`src/rtl/sub_pkg.sv`:
```
// Shared definitions for the bit-serial subtractor: FSM state encoding and
// the default operand width.
package sub_pkg;

  localparam int DEFAULT_WIDTH = 4;

  typedef enum logic [1:0] {
    IDLE  = 2'd0,
    SHIFT = 2'd1,
    DONE  = 2'd2
  } state_t;

endpackage

```
`src/rtl/full_sub_cell.sv`:
```
// One-bit full subtractor: d = a - b - bin, with the borrow produced toward
// the next more significant stage.
module full_sub_cell (
  input  logic a,
  input  logic b,
  input  logic bin,
  output logic d,
  output logic bout
);

  assign d    = a ^ b ^ bin;
  assign bout = (~a & b) | (~(a ^ b) & bin);

endmodule

```
`src/rtl/four_bit_sub_serial.sv`:
```
// Bit-serial subtractor: out = in1 - in2 (mod 2^WIDTH), one bit per clock,
// LSB first, with start/busy/done handshake and a per-stage borrow vector.
module four_bit_sub_serial
  import sub_pkg::*;
#(
  parameter  int WIDTH = DEFAULT_WIDTH,
  localparam int CNT_W = $clog2(WIDTH) + 1
) (
  input  logic             clk,
  input  logic             rst_n,
  input  logic             start,
  input  logic [WIDTH-1:0] in1,
  input  logic [WIDTH-1:0] in2,
  output logic             busy,
  output logic             done,
  output logic [WIDTH-1:0] out,
  output logic [WIDTH-1:0] borrow
);

  state_t           state;
  logic [WIDTH-1:0] op1;
  logic [WIDTH-1:0] op2;
  logic [CNT_W-1:0] idx;
  logic             bin;

  logic             cell_d;
  logic             cell_bout;
  logic [WIDTH-1:0] bit_mask;
  logic             accept;
  logic             last_bit;

  full_sub_cell u_cell (
    .a    (op1[0]),
    .b    (op2[0]),
    .bin  (bin),
    .d    (cell_d),
    .bout (cell_bout)
  );

  // A mask rather than out[idx] keeps the index width independent of WIDTH.
  assign bit_mask = WIDTH'(1) << idx;
  assign accept   = start && (state == IDLE || state == DONE);
  assign last_bit = (idx == CNT_W'(WIDTH - 1));

  // NOTE: every register here is updated with <= so all of them see the
  // pre-edge values of each other; blocking assignments would make the result
  // depend on statement order.
  always_ff @(posedge clk or negedge rst_n) begin
    if (!rst_n) begin
      state  <= IDLE;
      op1    <= '0;
      op2    <= '0;
      idx    <= '0;
      bin    <= 1'b0;
      out    <= '0;
      borrow <= '0;
      busy   <= 1'b0;
      done   <= 1'b0;
    end else begin
      done <= 1'b0;
      if (accept) begin
        op1    <= in1;
        op2    <= in2;
        idx    <= '0;
        bin    <= 1'b0;
        out    <= '0;
        borrow <= '0;
        busy   <= 1'b1;
        state  <= SHIFT;
      end else begin
        case (state)
          SHIFT: begin
            out    <= (out & ~bit_mask)    | (cell_d    ? bit_mask : '0);
            borrow <= (borrow & ~bit_mask) | (cell_bout ? bit_mask : '0);
            bin    <= cell_bout;
            op1    <= op1 >> 1;
            op2    <= op2 >> 1;
            idx    <= idx + CNT_W'(1);
            if (last_bit) begin
              busy  <= 1'b0;
              done  <= 1'b1;
              state <= DONE;
            end
          end
          DONE:    state <= IDLE;
          IDLE:    state <= IDLE;
          default: state <= IDLE;
        endcase
      end
    end
  end

endmodule
```
`config.mk`:
```
export PLATFORM = sky130hd
export DESIGN_NAME = four_bit_sub_serial
export DESIGN_NICKNAME = d
export VERILOG_FILES = /design/src/rtl/sub_pkg.sv /design/src/rtl/full_sub_cell.sv /design/src/rtl/four_bit_sub_serial.sv
export SDC_FILE = /design/constraint.sdc
export NUM_CORES = 1
export LEC_CHECK = 0
export CAP_MARGIN = 20
export CORE_MARGIN = 4
export CORE_UTILIZATION = 45
export DETAILED_ROUTE_END_ITERATION = 16
export MAX_ROUTING_LAYER = met4
export PLACE_DENSITY = 0.68
export SLEW_MARGIN = 20
export SYNTH_ARGS = -nofsm -noshare
export SYNTH_HDL_FRONTEND = slang
export SYNTH_SLANG_ARGS = --single-unit
export TNS_END_PERCENT = 30
```
`constraint.sdc`:
```
create_clock -name clk -period 3.65 [get_ports clk]
set_input_delay 0.9125 -clock clk [delete_from_list [all_inputs] [get_ports clk]]
set_output_delay 0.9125 -clock clk [all_outputs]
set_load 0.005 [all_outputs]
```
Word level (Yosys, flattened, before mapping)
Cells that the tools add are included.
{ "word_totals": {"out_inout_bits": 10, "inputBits": 11, "register_bits": 24, "wordCells": 56} }
{ "classes": {"n_eq_ne": 4, "bitwise": 12, "mux": 23, "addsub": 1, "reduce_logical": 6, "shift": 1} }
{ "op_table": {"columns": ["cell", "n"], "rows": [
  ["2-to-1 mux 4 bit", 10],
  ["AND 4 bit", 2],
  ["2-to-1 mux 1 bit", 8],
  ["bitwise OR 4 bit", 2],
  ["2-to-1 mux 2 bit", 3],
  ["2-to-1 mux 3 bit", 2],
  ["inverter 4 bit", 1],
  ["nonzero test 2 bit", 2],
  ["left shift 1 x 3 -> 4 bit, first input constant", 1],
  ["adder 3 x 1 -> 3 bit, second input constant", 1],
  ["equality test 3 x 2 -> 1 bit, second input constant", 1],
  ["inequality test 3 bit, second input constant", 1],
  ["AND 1 bit", 2],
  ["equality test 2 x 1 -> 1 bit, second input constant", 1],
  ["equality test 2 bit, second input constant", 1],
  ["logical NOT 2 bit", 1],
  ["inverter 1 bit", 2],
  ["AND reduction 2 bit", 1],
  ["bitwise XOR 1 bit", 2],
  ["logical AND 1 bit", 1],
  ["logical OR 1 bit", 1],
  ["bitwise OR 1 bit", 1]
]} }

Logic depth before layout (Yosys ltp)
{ "logic_depth": {"word_depth": 8, "mapped_depth": 5, "mapped_depth_nobuf": 5} }

By module
From an unflattened synthesis, not the netlist that was laid out.
{ "unflattened": {"cells_unflattened": 107, "hier_area_um2": 1158.6} }
{ "by_module_without_submodules": {"columns": ["mod", "n_inst", "area_per_inst_um2", "seq_area_each_um2", "cells_each"], "rows": [
  ["four_bit_sub_serial", 1, 1127.3, 600.6, 103],
  ["full_sub_cell", 1, 31.3, 0.0, 4]
]} }

Worst setup path after synthesis
No wires, ideal clock.
{ "synth_timing": {"path_type": "input to register", "startpoint": "input port start", "endpoint": "register idx[1]", "slack_ns": 2.046, "t_required_ns": 3.586, "t_arrival_ns": 1.539, "stages": 4, "setup_time_ns": 0.064, "cell_sequence": "nor2b_1 buf_2 nor2_1 a22o_2"} }
{ "synth_between": {"elab_chain_cells": 2, "elab_cells_between_ends": 3, "classes_between": "1 x mux; 2 x reduce/logical"} }
{ "synth_rtl": {"columns": ["item", "line_no", "rtl"], "rows": [
  ["start: declaration", "four_bit_sub_serial.sv:11", "input logic start,"],
  ["logical AND 1 bit (*)", "four_bit_sub_serial.sv:42", "assign accept = start && (state == IDLE || state == DONE);"],
  ["2-to-1 mux 3 bit / nonzero test 2 bit (equally long branches)", null, null],
  ["end signal: assignment", "four_bit_sub_serial.sv:78", "idx <= idx + CNT_W'(1);"],
  ["end: declaration", "four_bit_sub_serial.sv:23", "logic [CNT_W-1:0] idx;"]
]} }
Every way passes the cells marked *; elsewhere a longest branch is shown, timed or not.
A chain may end at the register's enable or synchronous reset.

Worst setup path in the final report
Ends and elaborated chain as after synthesis.

==> flow_summary.toml <==
[sta]
relSlewSlack = 0.5660
setup_viol = 0
setup_slack_ns = 1.477
finClkSkew_ns = 0.001624
setup_tns_ns = 0
layout_worst_path_cycle_share = 0.5953
rsz0062_at_grt = "no"
whs_ns = 0.4966
max_freq_mhz = 460.2
hold_viol = 0
tightest_slew_ns = 0.6509
slew_viol_final = 0
period_needed_ns = 2.173

[clocking]
worst_skew_pair.late_latency_ns = 0.31
tritoncts = "done"
cts_sinks = 24
cts.repair.resized = 0
htree_levels = 1
cts_buffers = 3
cts_setup_buffers = 0
clock-root-buffer = "clkbuf_4"
cts_buffer_depth = 2
clk_pin_slew_worst_paths_ns = 0.13
cts_hold_buf = 0

[drt]
drc_errors = 0
wl_per_cell_um = 12.95
routed_via_density = 5.034
wirelength_mm = 1.916
drt-initial-drc-count = 15
antenna_left = 0
vias = 745
firstDrtPassIters = 2

[worst_setup_path]
endpoint_kind = "register"
r2r_end = "idx[1]"
ff2ff_path_depth = 3
ff2ff_setup_slack_ns = 2.13
critical_path_required_ns = 3.87
cp_max_fo = 8
crit_type = "input port to register"
rr_startpoint = "state[0]"
crit_arrival_ns = 2.39
start_kind = "input port"

[synth]
ys_seq_area_frac = 0.5473
synth_adder_area_share = 0.07526
synth_nets = 117
synth.area.mux_share = 0.02737
synthSimpleGateAreaFrac = 0.1802
syn-cell-area_um2 = 1097
synth.largest_area_cell = "dfrtp_1"
ys_types = 30
netlist_instances = 100
syn-mean-instance-area_um2 = 10.97
synth_top_area_share = 0.5473
synthXorXnorAreaFrac = 0
synth_compound_area_frac = 0.1163
yosysWarnings = 0
synthTopCellsByArea = "dfrtp_1 (55%), nand2_1 (5.8%), ha_1 (5.7%), nand3_1 (3.2%), mux2i_1 (2.7%)"
synth_seq_cells = 24
synth_top_family_by_area = "simple AND/OR/NAND/NOR gates"

[pwr]
power.density_nw_per_um2 = 792.6
power_leakage_nw = 0.6294
peakVddDrop_uv = 408.7

[global_routing]
grt_pass1_vias = 742
grt_pass1_wl_mm = 3.312
antenna_found_initial = 0
grt_max_degree = 25
overflow = 0
grt.total_usage = 0.1326

[hold_path]
hold_class = "register to register"
hold_end = "busy"
whs_path_depth = 2
min_from = "busy"

[floorplanning]
rows = 17
ios = 21
start_util = 0.4821
die_w_um = 57.38
fp.coreArea_um2 = 2276
die-height_um = 57.38
dieArea_um2 = 3292

[cells_and_area]
design_area_um2 = 1340
drive_above_1_share = 0.08333
final_common_cell = "dfrtp_1"
syn_to_final_growth_pct = 22.12
final_nets = 138
insertedDiodeCount = 0
mostFrequentLayoutCells = "dfrtp_1 (24), clkdlybuf4s50_1 (20), nand2_1 (17), nand3_1 (7), inv_1 (6)"

[placement]
place_area_um2 = 1304
dpl_worst_slack_ns = 1.161
io_buffers = 20
gp_congestion = 0.7436
detailedPlacementHpwl_mm = 1.403

[job]
maxCapViolations = 0

[outcome]
outcome = "finished clean"
[report_power, final]
part | switching [mW] | total [mW] | leakage, nW | internal [mW]
registers | 0.0723 | 0.445 | 0.306 | 0.373
clock network | 0.0776 | 0.139 | 0.0210 | 0.0609
logic | 0.241 | 0.479 | 0.303 | 0.238
total | 0.391 | 1.06 | 0.629 | 0.671
[kinds of logic (layout without fill, tap and decap cells)]
| logic type | after synthesis | after routing |
|---|---|---|
| AO/OA/AOI/OAI | 18 | 18 |
| AND/OR/NAND/NOR | 38 | 38 |
| flip-flops | 24 | 24 |
| multiplexers | 3 | 3 |
| adder cells (fa/ha/maj) | 6 | 6 |
| buffers and inverters | 11 | 31 |
[critical path: stages]
cell	delay (ns)
clkdlybuf4s50_1	0.48
nor2b_1	0.53
nor2_1	0.22
a22o_2	0.25
[per-stage QoR]
| stage | total power, mW | std cells | utilization |
|---|---|---|---|
| global route | 1.160 | 148 | 0.5888 |
| CTS | 1.080 | 148 | 0.5888 |
| floorplan | 0.7873 | 100 | - |
| detailed placement | 0.9420 | 144 | 0.5728 |
| finish | 1.062 | 148 | 0.5888 |
| global placement | 0.9246 | 144 | 0.5728 |
[synthesized netlist by cell type, drive strengths merged]
cell,number
nand2b,1
ha,5
a22o,4
and3,1
nand3b,1
nor2b,2
a31oi,3
buf,5
a31o,1
fa,1
mux2i,3
nand3,7
a221o,1
or2b,1
dfrtp,24
a22oi,2
and2,2
o2bb2ai,1
inv,6
nor2,4
nand2,17
o21ai,5
nor3b,1
a21oi,1
nor3,1
[flip-flops by register name, summed over array words and instances, names as in the netlist]
name and flops:
idx 3, op1 4, state 2, op2 4, out 4, borrow 4
done 1, busy 1, bin 1
[per-layer routing]
metal	track usage	routed length, um	up-vias
met5	-	0	-
met4	0.02980	13	0
met2	0.1823	848	18
li1	-	-	381
met3	0.04299	103	2
met1	0.1892	950	344
[final cells by class]
type                       instances  area (um^2)
multi-input combinational         65        437.9
clock buffer                       4        36.28
fill                             199        935.9
sequential                        24        600.6
tap                               28        35.03
inverter                           6        22.52
timing repair buffer              21        207.7
[how the worst max path moves through the flow]
stage | start | cells past startpoint | to | slack [ns]
2_1_floorplan | start | 4 | idx[1] | 2.05
3_3_place_gp | start | 4 | idx[1] | 1.22
3_5_place_dp | start | 4 | idx[1] | 1.16
4_1_cts | start | 4 | idx[1] | 1.50
5_1_grt | start | 4 | idx[1] | 1.43
6_report | start | 4 | idx[1] | 1.48
No activity file was read; power rests on OpenSTA's default activity.
